### src/rtl/prince_sbox_cms_sched.sv
// Scheduler sharing one pipelined, CMS-masked PRINCE Sbox across all state nibbles.
// Each issue waits for fresh mask randomness. An index/valid pipe as deep as the
// Sbox latency tracks in-flight nibbles and produces the write-back strobes.
//
// state   | meaning
// --------+------------------------------------------------------------
// S_IDLE  | waiting for start, all outputs quiet
// S_ISSUE | issuing nibbles 0..NIBBLES-1, one per cycle with randomness
// S_DRAIN | all issued, waiting for the last write-back
// S_DONE  | one-cycle done pulse
module prince_sbox_cms_sched #(
  parameter int NIBBLES  = 16,
  parameter int SBOX_LAT = 2,
  localparam int IW      = $clog2(NIBBLES)
) (
  input  logic          clk,
  input  logic          rst,
  input  logic          start,
  output logic          busy,
  output logic          done,
  output logic          rnd_req,
  input  logic          rnd_valid,
  output logic          sbox_en,
  output logic [IW-1:0] nib_sel,
  output logic          wr_en,
  output logic [IW-1:0] wr_idx
);

  // One extra counter bit so the counters can never wrap within a layer.
  localparam int CW = IW + 1;
  localparam logic [CW-1:0] LAST = CW'(NIBBLES - 1);

  typedef enum logic [1:0] {S_IDLE, S_ISSUE, S_DRAIN, S_DONE} state_t;

  state_t                      state_q, state_d;
  logic [CW-1:0]               issue_cnt_q, issue_cnt_d;
  logic [CW-1:0]               ret_cnt_q, ret_cnt_d;
  logic [SBOX_LAT-1:0]         vld_q, vld_d;
  logic [SBOX_LAT-1:0][IW-1:0] idx_q, idx_d;

  // Next-state, counter updates and all control outputs.
  always_comb begin
    state_d     = state_q;
    issue_cnt_d = issue_cnt_q;
    ret_cnt_d   = ret_cnt_q;
    busy        = 1'b0;
    done        = 1'b0;
    rnd_req     = 1'b0;
    sbox_en     = 1'b0;
    nib_sel     = '0;
    wr_en       = vld_q[SBOX_LAT-1];
    // Index is masked when nothing is returning so IDLE reads all-zero.
    wr_idx      = vld_q[SBOX_LAT-1] ? idx_q[SBOX_LAT-1] : '0;
    if (wr_en) begin
      ret_cnt_d = ret_cnt_q + CW'(1);
    end
    unique case (state_q)
      S_IDLE: begin
        if (start) begin
          state_d     = S_ISSUE;
          issue_cnt_d = '0;
          ret_cnt_d   = '0;
        end
      end
      S_ISSUE: begin
        busy    = 1'b1;
        rnd_req = 1'b1;
        nib_sel = issue_cnt_q[IW-1:0];
        if (rnd_valid) begin
          sbox_en     = 1'b1;
          issue_cnt_d = issue_cnt_q + CW'(1);
          if (issue_cnt_q == LAST) begin
            state_d = S_DRAIN;
          end
        end
      end
      S_DRAIN: begin
        busy = 1'b1;
        if (wr_en && (ret_cnt_q == LAST)) begin
          state_d = S_DONE;
        end
      end
      S_DONE: begin
        done    = 1'b1;
        state_d = S_IDLE;
      end
      default: state_d = S_IDLE;
    endcase
  end

  // Index/valid shift pipe mirroring the Sbox register stages; bubbles ride along.
  always_comb begin
    vld_d    = vld_q;
    idx_d    = idx_q;
    vld_d[0] = sbox_en;
    idx_d[0] = nib_sel;
    for (int i = 1; i < SBOX_LAT; i++) begin
      vld_d[i] = vld_q[i-1];
      idx_d[i] = idx_q[i-1];
    end
  end

  // State, counters and pipe registers; reset drops every in-flight nibble.
  always_ff @(posedge clk) begin
    if (rst) begin
      state_q     <= S_IDLE;
      issue_cnt_q <= '0;
      ret_cnt_q   <= '0;
      vld_q       <= '0;
      idx_q       <= '0;
    end else begin
      state_q     <= state_d;
      issue_cnt_q <= issue_cnt_d;
      ret_cnt_q   <= ret_cnt_d;
      vld_q       <= vld_d;
      idx_q       <= idx_d;
    end
  end

endmodule

### config.mk
export PLATFORM = sky130hd
export DESIGN_NAME = prince_sbox_cms_sched
export DESIGN_NICKNAME = d
export VERILOG_FILES = /design/src/rtl/prince_sbox_cms_sched.sv
export SDC_FILE = /design/constraint.sdc
export NUM_CORES = 1
export LEC_CHECK = 0
export ABC_AREA = 1
export CORE_MARGIN = 1
export CORE_UTILIZATION = 56
export DETAILED_ROUTE_END_ITERATION = 16
export GPL_TIMING_DRIVEN = 1
export PLACE_DENSITY = 0.85
export SLEW_MARGIN = 0
export SYNTH_ARGS = -nofsm -noshare
export SYNTH_HDL_FRONTEND = slang
export SYNTH_SLANG_ARGS = --single-unit
### constraint.sdc
create_clock -name clk -period 3.3 [get_ports clk]
set_input_delay 0.66 -clock clk [delete_from_list [all_inputs] [get_ports clk]]
set_output_delay 0.66 -clock clk [all_outputs]
set_load 0.02 [all_outputs]
== After elaboration in Yosys (flattened, before gate mapping) ==
Index checks and enable logic that the tools add are counted.

* Add/sub/neg operators: 2
* Equality and inequality tests: 9
* Muxes and demuxes: 18
* Reductions and logical operators: 6

{| class="wikitable"
|+ Operators by type and width
! operator !! number
|-
| $mux 5 || 5
|-
| $add 5x1->5 const B || 2
|-
| $eq 5x4->1 const B || 2
|-
| $pmux 5 s2 || 1
|-
| $mux 2 || 4
|-
| $mux 4 || 2
|-
| $ne 2x2->1 const B || 4
|-
| $pmux 2 s4 || 1
|-
| $mux 1 || 5
|-
| $eq 2x2->1 const B || 2
|-
| $reduce_and 4->1 || 1
|-
| $reduce_and 3->1 || 1
|-
| $eq 2x1->1 const B || 1
|-
| $logic_not 2->1 || 1
|-
| $reduce_bool 2->1 || 1
|-
| $reduce_or 2->1 || 1
|-
| $logic_and 1x1->1 || 1
|}

* Flip-flop bits (word level): 22
* Output and inout port bits: 13

== Logic depth before layout (Yosys ltp) ==
Gate-level depths: netlist (run 1).

* Depth after elaboration: 4
* Depth in mapped cells: 11

== Worst setup path after synthesis (run 1) ==
No wires, ideal clock.

* Path kind: register to output
* Start point: reg state_q[1]
* End point: out nib_sel[0]
* Arrival time: 1.095 ns
* Path slack: 1.545 ns
* Stages on the path, launching flop included: 7
* Path buffers: 2
* Path through: dfxtp_1 inv_1 ha_1 buf_6 nand2_1 inv_1 buf_4

{| class="wikitable"
|+ RTL lines
! item !! RTL line !! source
|-
| start, declared || 35 || <nowiki>state_t state_q, state_d;</nowiki>
|-
| start signal, assigned || 112 || <nowiki>state_q <= state_d;</nowiki>
|-
| end, declared || 24 || <nowiki>output logic [IW-1:0] nib_sel,</nowiki>
|}

== Worst setup path in the final report (run 1) ==
* Start point: reg state_q[1]
* End point: out nib_sel[0]

* Longest elaborated chain between the ends: 2

{| class="wikitable"
|+ Ends and longest elaborated chain
! item !! RTL line !! source
|-
| $eq 2x1->1 || 57 || <nowiki>unique case (state_q)</nowiki>
|-
| $mux 4 || 57 ||
|}

No other way between the ends.

==> impl_metrics.toml, run 1 <==
[synthesis]
synth_top_cell_by_area = "dfxtp_1"
seq_area_frac_synth_pct = 39.8
yosys_warnings = 0
synth.top_cell.area_share_pct = 39.8
syn_inst = 158
synth_seq_cells = 22
synth_cell_types = 20
avgSynthCellArea_sq_um = 7.01
synth.cell_area_sq_um = 1110
synth_area_leaders = "dfxtp_1, inv_1, nand2_1, nor2_1, ha_1"
synth_nets = 170

[clock_tree]
cts_resized = 0
cts_setup_buffers = 0
clk_path_buf_depth = 2
clockRootBuffer = "clkbuf_4"
cts_hold_buffers = 0
cts_buffers = 3
clkLatencyLatePin_ns = 0.31
cts_tree = "done"
htreeDepth = 1
clk_pin_slew_ns = 0.13
cts_num_sinks = 22

[critical_path]
critPathMostFrequentCell = "inv_1"
cp.arrival_ns = 2.03
cp_slowest_cell = "clkdlybuf4s50_1"
r2r-start = "ret_cnt_q[1]$_SDFF_PP0_"
start_kind = "flop"
cp_top_family = "buffers and inverters"
critPathKind = "flop to output pin"
worstPathMaxFanout = 10
max_stage_delay_ns = 0.60
end_kind = "output pin"
path_cells = "inv_1, ha_1, nand2_1, inv_1, clkdlybuf4s50_1"
startpoint = "state_q[1]$_SDFFE_PP0P_"
required_ns = 2.64
crit_buf_inv = 3

[drt]
vias = 915
firstDrtPassIters = 4
wirelength_microns = 1920
ant_nets = 0
avgRoutedWirePerCell_microns = 9.78
drc = 0
via_per_inst = 4.67
drt-initial-drc-count = 25

[final_layout]
drive_gt1_share_pct = 7.02
antenna_cells = 0
final_cell_mix = "inv_1, nand2_1, nor2_1"
syn2layout_area_growth_pct = 17.3
final_common_cell = "inv_1"
layout.nets = 184

[sta]
drv_slew = 0
clock_skew_ns = 0.00493
worst_slack_ns = 0.615
tightest_slew_ns = 0.518
max_slew_margin_pct = 65.4
fin_crit_sh_pct = 81.4
hold_viol_final = 0
period_needed_ns = 2.69
timing.fmax_mhz = 372
fin_tns_setup_ns = 0
rsz0062_at_grt = "false"
setup_viol = 0

[power]
p_leak_nw = 0.616
max-vdd-ir-drop_v = 0.000458
power_density_nw_per_um2 = 607

[grt]
grt_pass1_wl_microns = 3080
grt_max_degree = 16
grt_pass1_vias = 786
antenna_found_initial = 0
grt.overflow.total = 0
grt_use_total_pct = 20.1

[placed_design]
io_buffers = 16
dp_hpwl_microns = 1410
place_ws_ns = 0.715
gp_congestion = 0.824

[worst_hold_path]
hp-class = "flop to flop"
hp-start = "idx_d[7]$_SDFF_PP0_"

[run_status]
status = "finished, final reports clean"

[die]
die_w_microns = 46.5
die-area_sq_um = 2160
std_cell_rows = 15
die_y_microns = 46.5
coreArea_sq_um = 1780
initial_utilization_pct = 62.1
pin_count = 17

[flow_run]
drv_cap = 0
==> power by group <==
group          internal, mW  leakage (nW)  switching (mW)  total, mW
clock network         0.123        0.0279          0.0849      0.208
logic                 0.105         0.411           0.173      0.278
registers             0.284         0.178          0.0178      0.302
total                 0.512         0.616           0.276      0.788
==> stage by stage <==
stage	std cells	total power, mW	hold WS, ns	util (%)	instance area [sq um]
floorplan	158	0.523	0.388	-	1110
global placement	192	0.575	0.389	69.9	1250
detailed placement	192	0.584	0.400	69.9	1250
CTS	196	0.790	0.417	72.8	1300
global route	196	0.833	0.431	72.8	1300
finish	196	0.788	0.416	72.8	1300
==> synth_stat cells <==
| cell type | n |
|---|---|
| inv_1 | 36 |
| nand2_1 | 34 |
| nor2_1 | 27 |
| dfxtp_1 | 22 |
| ha_1 | 8 |
| a21oi_1 | 6 |
| buf_4 | 5 |
| nor3_1 | 4 |
| nor2_2 | 3 |
| nand2_2 | 2 |
| o21ai_0 | 2 |
| buf_6 | 1 |
| clkbuf_1 | 1 |
| inv_2 | 1 |
| nand2_4 | 1 |
| nand3_1 | 1 |
| nand3_4 | 1 |
| nand4_1 | 1 |
| or2_0 | 1 |
| xor2_1 | 1 |
==> tightest hold or removal path: stages (launching register included) <==
cell     delay, ns
dfxtp_1       0.32
inv_1         0.04
nor2_1        0.03
==> final cells by class <==
class,count,area (sq um)
clock inverter,1,30.0
multi-input combinational,92,475
inverter,37,139
clock buffer,3,22.5
fill,142,484
tap,25,31.3
timing repair buffer,16,160
sequential,22,440
==> cell families after synthesis <==
| family | synth area share, % |
|---|---|
| AO/OA/AOI/OAI | 3.62 |
| XOR/XNOR | 0.791 |
| adder cells (fa/ha/maj) | 9.04 |
| buffers and inverters | 17.3 |
| flip-flops | 39.8 |
| AND/OR/NAND/NOR | 29.5 |
==> state kept, by name, indices dropped and copies added (netlist names) <==
register / cells
idx_q: 4
idx_d: 4
vld_q: 2
ret_cnt_q: 5
issue_cnt_q: 5
state_q: 2
==> routing by layer <==
layer,wire length (microns),share of wire (%),GRT usage (%),up-vias
li1,-,-,-,480
met2,974,51,36.7,15
met1,854,45,23.0,416
met5,0,0,0,-
met3,63,3.3,3.53,4
met4,25,1.3,7.06,0
==> path summary, 6_finish.rpt <==
kind	endpoint	slack, ns	depth (start not counted)
hold / removal	idx_q[7]$_SDFF_PP0_	0.42	2
hold reg to reg	idx_q[7]$_SDFF_PP0_	0.42	2
setup / recovery	nib_sel[0]	0.61	5
setup reg to reg	state_q[1]$_SDFFE_PP0P_	1.76	11
(Power assumes the default switching activity.)
==> run 2: changes to the inputs <==
--- a/config.mk
+++ b/config.mk
@@ -7,10 +7,10 @@
 export LEC_CHECK = 0
 export ABC_AREA = 1
 export CORE_MARGIN = 1
-export CORE_UTILIZATION = 56
+export CORE_UTILIZATION = 47
 export DETAILED_ROUTE_END_ITERATION = 16
 export GPL_TIMING_DRIVEN = 1
-export PLACE_DENSITY = 0.85
+export PLACE_DENSITY = 0.77
 export SLEW_MARGIN = 0
 export SYNTH_ARGS = -nofsm -noshare
 export SYNTH_HDL_FRONTEND = slang
==> constraint.sdc (replaced) <==
create_clock -name clk -period 2.26 [get_ports clk]
set_input_delay 0.452 -clock clk [delete_from_list [all_inputs] [get_ports clk]]
set_output_delay 0.452 -clock clk [all_outputs]
set_load 0.02 [all_outputs]
==> impl_metrics.toml, run 2 (synthesis gave the netlist of run 1 again) <==
[die]
std_cell_rows = 17
die_y_microns = 50.5
coreArea_sq_um = 2210
initial_utilization_pct = 50.1
die-area_sq_um = 2550
die_w_microns = 50.5
pin_count = 17

[sta]
period_needed_ns = 2.16
holdWs_ns = 0.411
rsz0062_at_grt = "false"
fin_crit_sh_pct = 95.7
timing.fmax_mhz = 462
tightest_slew_ns = 0.326
fin_tns_setup_ns = 0
clock_skew_ns = 0.000753
worst_slack_ns = 0.0968
hold_viol_final = 0
setup_viol = 0
max_slew_margin_pct = 78.2
drv_slew = 0

[clock_tree]
clockRootBuffer = "clkbuf_4"
cts_setup_buffers = 0
cts_resized = 2
htreeDepth = 1
clk_path_buf_depth = 2
cts_buffers = 3
cts_hold_buffers = 0
clk_pin_slew_ns = 0.12
cts_tree = "done"
clkLatencyLatePin_ns = 0.30
cts_num_sinks = 22

[critical_path]
regToRegEndpoint = "state_q[0]$_SDFFE_PP0P_"
rrSetupSlack_ns = 0.72
critPathKind = "flop to output pin"
worstPathMaxFanout = 4
start_kind = "flop"
required_ns = 1.81
worstRegToRegCells = 11
r2r-start = "ret_cnt_q[1]$_SDFF_PP0_"
end_kind = "output pin"
cp.arrival_ns = 1.71

[power]
power_density_nw_per_um2 = 872
p_int_uw = 761
pwr-share-clk_pct = 25.5
combPwrFrac_pct = 36.2
pwr-share-seq_pct = 38.3
total_power_mw = 1.17
p_sw_uw = 405
max-vdd-ir-drop_v = 0.000500
p_leak_nw = 0.713
p_sw_share_pct = 34.7

[placed_design]
dp_hpwl_microns = 1390
place_ws_ns = 0.0711
io_buffers = 16
gp_congestion = 0.767
placed_area_sq_um = 1260
place_inst = 196

[drt]
avgRoutedWirePerCell_microns = 9.30
ant_nets = 0
wirelength_microns = 1860
drc = 0
via_per_inst = 4.48
drt-initial-drc-count = 15
vias = 895
firstDrtPassIters = 4

[final_layout]
design_area_sq_um = 1340
layout.nets = 185
final_common_cell = "inv_1"
final_core_util_pct = 60.4
syn2layout_area_growth_pct = 20.7
final_cell_mix = "inv_1, nand2_1, nor2_1"
final_cells = 200
largestRegisters = "issue_cnt_q: 5 flops, ret_cnt_q: 5 flops"
drive_gt1_share_pct = 8.72
antenna_cells = 0

[grt]
grtUsageMet1_pct = 17.5
grt_max_degree = 15
antenna_found_initial = 0
grt_pass1_vias = 818
grtUsageMet3_pct = 2.73
use_met2_pct = 31.3
top_usage_layer = "met2"
grt_use_total_pct = 16.5
grt_pass1_wl_microns = 3140
grt.overflow.total = 0

[worst_hold_path]
holdPathEnd = "idx_q[4]$_SDFF_PP0_"
holdPathStages = 2
hp-class = "flop to flop"
hp-start = "idx_d[4]$_SDFF_PP0_"

[flow_run]
drv_cap = 0

[run_status]
status = "finished, final reports clean"
run 2: worst max path at each step:
stage	slack, ns	endpoint	from
after global routing	0.02	busy	state_q[1]$_SDFFE_PP0P_
after floorplan	0.71	nib_sel[0]	state_q[1]$_SDFFE_PP0P_
after CTS	0.04	sbox_en	state_q[1]$_SDFFE_PP0P_
after detailed placement	0.07	sbox_en	rnd_valid
after global placement	0.09	sbox_en	rnd_valid
final	0.1	busy	state_q[1]$_SDFFE_PP0P_
run 2: layout make-up:
| type | instances | area [sq um] |
|---|---|---|
| multi-input combinational | 92 | 488 |
| tap | 28 | 35.0 |
| inverter | 37 | 139 |
| sequential | 22 | 442 |
| clock buffer | 3 | 22.5 |
| fill | 207 | 876 |
| timing repair buffer | 17 | 180 |
| clock inverter | 1 | 30.0 |
run 2: power by group through the flow:
stage          Combinational [mW]  Clock [mW]  Sequential [mW]
2_1_floorplan               0.320           0            0.443
3_3_place_gp                0.395           0            0.447
3_5_place_dp                0.403           0            0.450
4_1_cts                     0.425       0.305            0.445
5_1_grt                     0.469       0.318            0.452
6_report                    0.422       0.297            0.446
run 2: layer usage:
| metal | vias to the layer above | wire length, microns |
|---|---|---|
| met5 | - | 0 |
| met4 | 0 | 12 |
| met3 | 2 | 53 |
| met2 | 11 | 980 |
| met1 | 401 | 812 |
| li1 | 481 | - |
run 2: worst max-delay path, stage by stage, from the launching register on:
cell	delay [ns]
dfxtp_1	0.40
inv_1	0.10
ha_1	0.30
clkdlybuf4s50_1	0.60
==> run 3: changes to the inputs <==
--- a/config.mk
+++ b/config.mk
@@ -9,7 +9,7 @@
 export CORE_MARGIN = 1
 export CORE_UTILIZATION = 47
 export DETAILED_ROUTE_END_ITERATION = 16
-export GPL_TIMING_DRIVEN = 1
+export GPL_TIMING_DRIVEN = 0
 export PLACE_DENSITY = 0.77
 export SLEW_MARGIN = 0
 export SYNTH_ARGS = -nofsm -noshare
==> impl_metrics.toml, run 3 (synthesis gave the netlist of run 1 again) <==
[die]
initial_utilization_pct = 50.1
coreArea_sq_um = 2210
die_w_microns = 50.5
std_cell_rows = 17
die_y_microns = 50.5
die-area_sq_um = 2550
pin_count = 17

[power]
power_density_nw_per_um2 = 864
combPwrFrac_pct = 36.5
p_int_uw = 760
pwr-share-seq_pct = 37.7
p_leak_nw = 0.674
max-vdd-ir-drop_v = 0.000634
total_power_mw = 1.17
p_sw_uw = 406
p_sw_share_pct = 34.8
pwr-share-clk_pct = 25.8

[final_layout]
drive_gt1_share_pct = 10.1
final_common_cell = "inv_1"
final_core_util_pct = 61.0
final_cell_mix = "inv_1, nand2_1, nor2_1"
design_area_sq_um = 1350
final_cells = 206
antenna_cells = 0
syn2layout_area_growth_pct = 21.8
fillers = 215
layout.nets = 191
largestRegisters = "issue_cnt_q: 5 flops, ret_cnt_q: 5 flops"

[flow_run]
drv_cap = 0

[critical_path]
critPathKind = "flop to output pin"
cp_slowest_cell = "clkdlybuf4s50_1"
worstPathMaxFanout = 4
end_kind = "output pin"
max_stage_delay_ns = 0.60
required_ns = 1.81
path_cells = "inv_1, ha_1, clkdlybuf4s50_1"
cp.arrival_ns = 1.70
start_kind = "flop"
rrSetupSlack_ns = 0.75

[sta]
clock_skew_ns = 0.00232
fin_tns_setup_ns = 0
setup_viol = 0
holdWs_ns = 0.411
hold_viol_final = 0
max_slew_margin_pct = 73.7
fin_crit_sh_pct = 95.0
drv_slew = 0
period_needed_ns = 2.15
worst_slack_ns = 0.112
tightest_slew_ns = 0.395
timing.fmax_mhz = 466
rsz0062_at_grt = "false"

[placed_design]
dp_hpwl_microns = 1440
place_inst = 202
io_buffers = 16
gp_congestion = 0.755
place_ws_ns = 0.104
placed_area_sq_um = 1300

[clock_tree]
cts_setup_buffers = 0
clk_pin_slew_ns = 0.12
htreeDepth = 1
cts_tree = "done"
cts_buffers = 3
clockRootBuffer = "clkbuf_4"
cts_num_sinks = 22
clkLatencyLatePin_ns = 0.31
clk_path_buf_depth = 2

[drt]
drt-initial-drc-count = 26
vias = 932
firstDrtPassIters = 3
drc = 0
ant_nets = 0
via_per_inst = 4.52
wirelength_microns = 1930
avgRoutedWirePerCell_microns = 9.36

[grt]
grt_pass1_wl_microns = 3510
antenna_found_initial = 0
grt_max_degree = 14
grt_use_total_pct = 18.5
grt_pass1_vias = 899
grt.overflow.total = 0

[worst_hold_path]
hp-class = "flop to flop"

[run_status]
status = "finished, final reports clean"
## run 3: timing repair
item	4_1_cts	5_1_grt
hold buffers	0	0
endpoints found under the setup margin	5	0
gates resized for setup	5	0
## run 3: worst paths after layout
| kind | start | endpoint | depth (start not counted) |
|---|---|---|---|
| hold / removal | vld_q[0]$_SDFF_PP0_ | vld_q[1]$_SDFF_PP0_ | 2 |
| setup / recovery | state_q[0]$_SDFFE_PP0P_ | busy | 3 |
| hold reg to reg | vld_q[0]$_SDFF_PP0_ | vld_q[1]$_SDFF_PP0_ | 2 |
| setup reg to reg | ret_cnt_q[1]$_SDFF_PP0_ | state_q[0]$_SDFFE_PP0P_ | 11 |
## run 3: layout make-up
class                      instances  area, sq um  share of cell area, %
clock buffer                       3         22.5                   1.67
sequential                        22          440                   32.7
clock inverter                     1         30.0                   2.23
inverter                          37          139                   10.3
timing repair buffer              16          154                   11.4
multi-input combinational         92          475                   35.3
tap                               28         35.0                   2.60
buffer                             7         52.6                   3.90
## run 3: power groups by stage
stage	clock network, mW	logic, mW	registers, mW
2_1_floorplan	0	0.320	0.443
4_1_cts	0.308	0.431	0.439
3_3_place_gp	0	0.415	0.446
5_1_grt	0.327	0.474	0.444
6_report	0.301	0.426	0.439
3_5_place_dp	0	0.429	0.448
## run 3: worst max-delay path: cells and delay by family, from the launching register on
| kind | cells | cell delay (ns) |
|---|---|---|
| buffers and inverters | 2 | 0.68 |
| DFF | 1 | 0.40 |
| adders and majority gates | 1 | 0.30 |
## run 3: routing by layer
metal | GRT usage (%) | up-vias | wire length, microns
met2 | 36.0 | 8 | 1010
met5 | 0 | - | 0
met1 | 18.4 | 423 | 846
li1 | - | 496 | -
met4 | 6.94 | 0 | 32
met3 | 4.55 | 5 | 42
